==> src/rtl/xadac_vrf_issue.sv <==
// Vector register file issue stage: scoreboard hazard check, VRF read/write routing,
// and a one-entry operand register toward the execute unit with writeback forwarding.
module xadac_vrf_issue #(
  parameter  int NoVec = 32,
  parameter  int NoVs  = 2,
  parameter  int VecW  = 128,
  localparam int AW    = $clog2(NoVec)
) (
  input  logic                          clk,
  input  logic                          rstn,
  input  logic                          req_valid,
  output logic                          req_ready,
  input  logic [NoVs-1:0][AW-1:0]       req_vs,
  input  logic [AW-1:0]                 req_vd,
  input  logic                          req_wr,
  output logic                          ex_valid,
  input  logic                          ex_ready,
  output logic [NoVs-1:0][VecW-1:0]     ex_vs_data,
  output logic [AW-1:0]                 ex_vd,
  output logic                          ex_wr,
  input  logic                          wb_valid,
  input  logic [AW-1:0]                 wb_vd,
  input  logic [VecW-1:0]               wb_data,
  output logic [NoVs-1:0][AW-1:0]       vrf_raddr,
  input  logic [NoVs-1:0][VecW-1:0]     vrf_rdata,
  output logic [AW-1:0]                 vrf_waddr,
  output logic [VecW-1:0]               vrf_wdata,
  output logic                          vrf_we,
  output logic                          idle
);

  logic [NoVec-1:0]            busy_reg, busy_next, busy_eff, wb_mask;
  logic [NoVs-1:0]             raw_hit;
  logic                        waw_hit, hazard, fire;
  logic [NoVs-1:0][VecW-1:0]   operand;
  logic                        ex_valid_reg, ex_valid_next;
  logic [NoVs-1:0][VecW-1:0]   ex_data_reg;
  logic [AW-1:0]               ex_vd_reg;
  logic                        ex_wr_reg;

  // A writeback this cycle already frees its register for the hazard check.
  for (genvar gi = 0; gi < NoVec; gi++) begin : g_wbmask
    assign wb_mask[gi] = wb_valid && (wb_vd == AW'(gi));
  end
  assign busy_eff = busy_reg & ~wb_mask;

  // VRF write lands at the next edge, so same-cycle writeback data must bypass the array.
  for (genvar gi = 0; gi < NoVs; gi++) begin : g_src
    assign vrf_raddr[gi] = req_vs[gi];
    assign raw_hit[gi]   = busy_eff[req_vs[gi]];
    assign operand[gi]   = (wb_valid && (wb_vd == req_vs[gi])) ? wb_data : vrf_rdata[gi];
  end

  assign waw_hit   = req_wr && busy_eff[req_vd];
  assign hazard    = (|raw_hit) || waw_hit;
  assign req_ready = !hazard && (!ex_valid_reg || ex_ready);
  assign fire      = req_valid && req_ready;

  always_comb begin
    busy_next = busy_eff;
    if (fire && req_wr) begin
      busy_next[req_vd] = 1'b1;
    end
    ex_valid_next = ex_valid_reg;
    if (fire) begin
      ex_valid_next = 1'b1;
    end else if (ex_ready) begin
      ex_valid_next = 1'b0;
    end
  end

  always_ff @(posedge clk or negedge rstn) begin
    if (!rstn) begin
      busy_reg     <= '0;
      ex_valid_reg <= 1'b0;
      ex_data_reg  <= '0;
      ex_vd_reg    <= '0;
      ex_wr_reg    <= 1'b0;
    end else begin
      busy_reg     <= busy_next;
      ex_valid_reg <= ex_valid_next;
      if (fire) begin
        ex_data_reg <= operand;
        ex_vd_reg   <= req_vd;
        ex_wr_reg   <= req_wr;
      end
    end
  end

  assign ex_valid   = ex_valid_reg;
  assign ex_vs_data = ex_data_reg;
  assign ex_vd      = ex_vd_reg;
  assign ex_wr      = ex_wr_reg;
  assign vrf_waddr  = wb_vd;
  assign vrf_wdata  = wb_data;
  assign vrf_we     = wb_valid;
  assign idle       = (busy_reg == '0) && !ex_valid_reg;

endmodule

==> config.mk <==
export PLATFORM = sky130hd
export DESIGN_NAME = xadac_vrf_issue
export DESIGN_NICKNAME = d
export VERILOG_FILES = /design/src/rtl/xadac_vrf_issue.sv
export SDC_FILE = /design/constraint.sdc
export NUM_CORES = 1
export LEC_CHECK = 0
export ABC_AREA = 1
export ABC_CLOCK_PERIOD_IN_PS = 5200
export BUFFER_PORTS_ARGS = -buffer_cell sky130_fd_sc_hd__buf_2
export CAP_MARGIN = 40
export CORE_AREA = 5 5 319 321
export CTS_BUF_LIST = sky130_fd_sc_hd__clkbuf_16
export CTS_CLUSTER_DIAMETER = 50
export CTS_CLUSTER_SIZE = 12
export DETAILED_ROUTE_END_ITERATION = 10
export DIE_AREA = 0 0 324 326
export GPL_TIMING_DRIVEN = 0
export SLEW_MARGIN = 20
export SYNTH_ARGS = -nofsm -noshare
export SYNTH_HDL_FRONTEND = slang
export SYNTH_SLANG_ARGS = --single-unit
==> constraint.sdc <==
create_clock -name clk -period 5.2 [get_ports clk]
set_clock_uncertainty 0.05 [all_clocks]
set_input_delay 0.26 -clock clk [delete_from_list [all_inputs] [get_ports clk]]
set_output_delay 0.26 -clock clk [all_outputs]
set_load 0.005 [all_outputs]
==> results.rst <==
.. list-table::
   :header-rows: 1

   * - Metric
     - Value
   * - Floorplan core area
     - 0.0990 mm^2
   * - Overflow after GRT
     - 0
   * - Slew Viols, Final
     - 0
   * - Number of enable flip-flop cells after synthesis
     - 0
   * - VDD IR max
     - between 200 and 250 uV
   * - Starting utilization of the core area
     - between 10% and 20%
   * - Maximum level of the CTS H-tree
     - 2
   * - Post-synthesis average cell area
     - ~6.9 um^2
   * - Number of setup violations in the final report
     - 0
   * - Synthesized cell area
     - ~0.017 mm^2
   * - Total power density per cell area
     - 362 mW/mm^2
   * - Max Cap Viol
     - 0
   * - Status
     - complete, no violations
   * - Most frequently used flop master after synthesis
     - sky130_fd_sc_hd__dfrtp_1
   * - Final HPWL from detailed placement
     - a little under 90,000 um
   * - Leakage power summed over all cells
     - between 15 and 20 nW
   * - Count of state elements after synthesis
     - roughly 300
   * - Number of buffers inserted by hold repair at cts
     - 314
   * - Flip-flop count of the largest register after layout
     - between 200 and 300
   * - Maximum number of buffers from clock root to sink
     - 3
   * - Setup repair after global routing missed its margin
     - no
   * - Most area-consuming cells after synthesis
     - sky130_fd_sc_hd__dfrtp_1, sky130_fd_sc_hd__nand2_1, sky130_fd_sc_hd__nand3_1, sky130_fd_sc_hd__o21ai_0, sky130_fd_sc_hd__buf_4
   * - Slew Limit Headroom
     - between 40% and 50%
   * - Total number of clock tree sinks
     - 295
   * - Worst Path Arrival
     - roughly 4.4 ns
   * - Seq/Total Area, Yosys
     - around 43%
   * - Fraction of final layout cells sized beyond drive strength 1
     - a little under a third
   * - DRC violation total after the first TritonRoute iteration
     - between 1.5k and 2k
   * - Highest fanout seen on the critical path
     - 10
   * - Wire per inst
     - between 20 and 25 um
   * - Gate Count Post-Synth
     - 2,475
   * - Maximum number of pins on one net before global-route repair
     - 86
   * - FILL cells
     - approximately 11k
   * - Slew @ Worst Pin
     - roughly 0.80 ns
   * - Count of cells resized by post-cts repair
     - 0
   * - Highest achievable clock rate
     - 255 MHz
   * - Final critical delay including setup and external delays
     - ~3.9 ns
   * - Placer Congestion
     - between 0.9 and 1
   * - Internal reg-to-reg setup slack
     - between 1.5 and 2 ns
   * - Area leader, netlist
     - sky130_fd_sc_hd__dfrtp_1
   * - Global-route wire length before repair
     - approximately 150,000 um
   * - Drc violations
     - 0
   * - Final Hold Vio Count
     - 0
   * - Count of pins on the block boundary
     - roughly 820
   * - Data required time of the worst path
     - 5.71 ns
   * - Number of rows in the core area
     - about 120
   * - Fin nets
     - slightly above 4k
   * - Number of synthesis warnings
     - 0
   * - Via total after detailed routing
     - about 22k
   * - Share of async-settable or async-resettable flops after synthesis
     - 100%
   * - Area fraction of the dominant cell type after synthesis
     - a little over two fifths
   * - Number of global-route vias before repair
     - 21.9k
   * - Setup Buffers After CTS
     - 0
   * - TritonCTS clock tree
     - yes
   * - Clock buffer count from CTS
     - 56
   * - Post-CTS clock slew at the launch and capture registers of the worst setup and hold paths
     - about 0.060 ns
   * - Hold/Removal Path Class
     - in -> reg
   * - Worst Path Class, Setup
     - in -> reg
   * - Synthesized net count
     - around 2.9k
   * - Root Driver
     - sky130_fd_sc_hd__clkbuf_16
   * - Die boundary width
     - 324 um
   * - Number of antenna-violating nets in the routed design
     - 0
   * - Buffers added on ports
     - ~800
   * - Synthesis-to-finish area growth
     - 65.0%
   * - Worst setup SP type
     - input pin
   * - Crit. End Element
     - flip-flop
   * - Worst skew pair latency
     - about 0.63 ns
   * - Wirelength, routed
     - ~110,000 um
   * - Die area
     - between 0.1 and 0.15 mm^2
   * - Number of distinct standard cells referenced by the synthesized netlist
     - 26
   * - Number of iterations in the first detailed-routing pass
     - 6
   * - Final core occ
     - 28.6%
   * - Ratio of routed vias to standard cells
     - 4.43
   * - Initial antenna violation count
     - 20
   * - Share of the cycle needed by the critical path after routing
     - 75.5%
   * - Overall Global Routing Usage
     - just under 20%
   * - PnR Total Power
     - 10.3 mW
   * - Die H
     - about 330 um
## synthesized netlist by cell type, types with 6 or more instances
cell and instances:
sky130_fd_sc_hd__nand2_1 986, sky130_fd_sc_hd__nand3_1 347, sky130_fd_sc_hd__dfrtp_1 295, sky130_fd_sc_hd__o21ai_0 259, sky130_fd_sc_hd__inv_1 152, sky130_fd_sc_hd__buf_4 144
sky130_fd_sc_hd__clkbuf_1 105, sky130_fd_sc_hd__buf_2 44, sky130_fd_sc_hd__nor2_1 41, sky130_fd_sc_hd__nand4_1 39, sky130_fd_sc_hd__buf_1 10, sky130_fd_sc_hd__buf_6 8
sky130_fd_sc_hd__nor4_1 8, sky130_fd_sc_hd__nor2_2 6, sky130_fd_sc_hd__nor3_1 6
## cell type report
cell class	instances	area [um^2]	area share, %
inverters	160	601	2.12
clock buffers	57	1430	5.03
multi-input cells	1709	7370	26.0
well taps	1298	1620	5.73
flip-flops and latches	295	7380	26.1
diodes	13	32.5	0.115
clock inverters	48	470	1.66
repair buffers	1141	7590	26.8
plain buffers	311	1840	6.48
## logic make-up after synthesis
logic type | Yosys count | synth area share, %
xor gates and xnor gates | 3 | 0.153
buffers and inverters | 471 | 14.1
and+or+nand+nor | 1434 | 34.7
AOI/OAI and AO/OA | 272 | 8.03
DFF | 295 | 43.0
## stage by stage
step           hold WS [ns]  std cells  worst slack (ns)  TNS (ns)  instance area (um^2)
5_1_grt              0.0266       5022              1.10         0                 28300
3_3_place_gp          0.400       4582             -2.41   -684.09                 22800
3_5_place_dp          0.170       4600              1.13         0                 23300
6_report             0.0294       5032              1.28         0                 28300
2_1_floorplan       -0.0856       2475              2.93         0                 17200
4_1_cts           0.0000694       5019              1.34         0                 28300
## power breakdown
group          total [mW]  switching [mW]  internal [mW]
Combinational        3.13            1.84           1.29
Clock                3.73            1.45           2.28
Sequential           3.41           0.424           2.98
## placed cells by master, fill, tap and decap left out, types with 2 or more instances in the layout
master,instances
sky130_fd_sc_hd__nor4_1,8
sky130_fd_sc_hd__inv_6,8
sky130_fd_sc_hd__clkinv_4,5
sky130_fd_sc_hd__o21ai_0,259
sky130_fd_sc_hd__buf_2,852
sky130_fd_sc_hd__nor3_1,6
sky130_fd_sc_hd__bufinv_16,5
sky130_fd_sc_hd__buf_1,10
sky130_fd_sc_hd__buf_4,144
sky130_fd_sc_hd__clkinv_1,8
sky130_fd_sc_hd__buf_8,7
sky130_fd_sc_hd__xor2_1,2
sky130_fd_sc_hd__nand3_1,347
sky130_fd_sc_hd__a21oi_1,4
sky130_fd_sc_hd__inv_8,6
sky130_fd_sc_hd__clkbuf_16,57
sky130_fd_sc_hd__dlygate4sd3_1,314
sky130_fd_sc_hd__dfrtp_1,295
sky130_fd_sc_hd__nor2_1,41
sky130_fd_sc_hd__nor2_2,6
sky130_fd_sc_hd__buf_6,10
sky130_fd_sc_hd__o22ai_1,5
sky130_fd_sc_hd__buf_16,10
sky130_fd_sc_hd__nand4_1,39
sky130_fd_sc_hd__inv_1,153
sky130_fd_sc_hd__clkbuf_1,94
sky130_fd_sc_hd__inv_2,4
sky130_fd_sc_hd__clkbuf_2,11
sky130_fd_sc_hd__clkinv_2,9
sky130_fd_sc_hd__nand2_1,986
sky130_fd_sc_hd__diode_2,13
sky130_fd_sc_hd__clkinvlp_4,10
## critical path, stage by stage
cell,delay [ns]
sky130_fd_sc_hd__dlygate4sd3_1,0.55
sky130_fd_sc_hd__buf_2,0.19
sky130_fd_sc_hd__inv_1,0.07
sky130_fd_sc_hd__nor2_1,0.50
sky130_fd_sc_hd__inv_2,0.22
sky130_fd_sc_hd__nor2_1,0.19
sky130_fd_sc_hd__nand2_1,0.07
sky130_fd_sc_hd__nand4_1,0.12
sky130_fd_sc_hd__nor2_1,0.06
sky130_fd_sc_hd__nand3_1,0.16
sky130_fd_sc_hd__nand3_1,0.15
sky130_fd_sc_hd__nor2_4,0.30
sky130_fd_sc_hd__buf_2,0.69
sky130_fd_sc_hd__buf_2,0.44
sky130_fd_sc_hd__nand3_1,0.27
sky130_fd_sc_hd__nand2_1,0.14
## per-layer routing
metal	vias up	track usage, %	routed length, um
met2	1228	31.7	49500
met3	241	4.98	10200
li1	10200	-	-
met1	10600	25.7	45600
met5	-	0	0
met4	0	7.66	4720
## path summary, 6_finish.rpt
path,start,to,depth (start not counted)
setup / recovery,req_vd[1],ex_vs_data[158],16
hold / removal,vrf_rdata[95],ex_vs_data[95],5
setup reg to reg,busy_reg[18],ex_vs_data[158],13
hold reg to reg,ex_vs_data[140],ex_vs_data[140],2
max in group asynchronous,rstn,ex_vs_data[217],4
min in group asynchronous,rstn,ex_vs_data[159],2
Power figures use the tool's default switching activity.
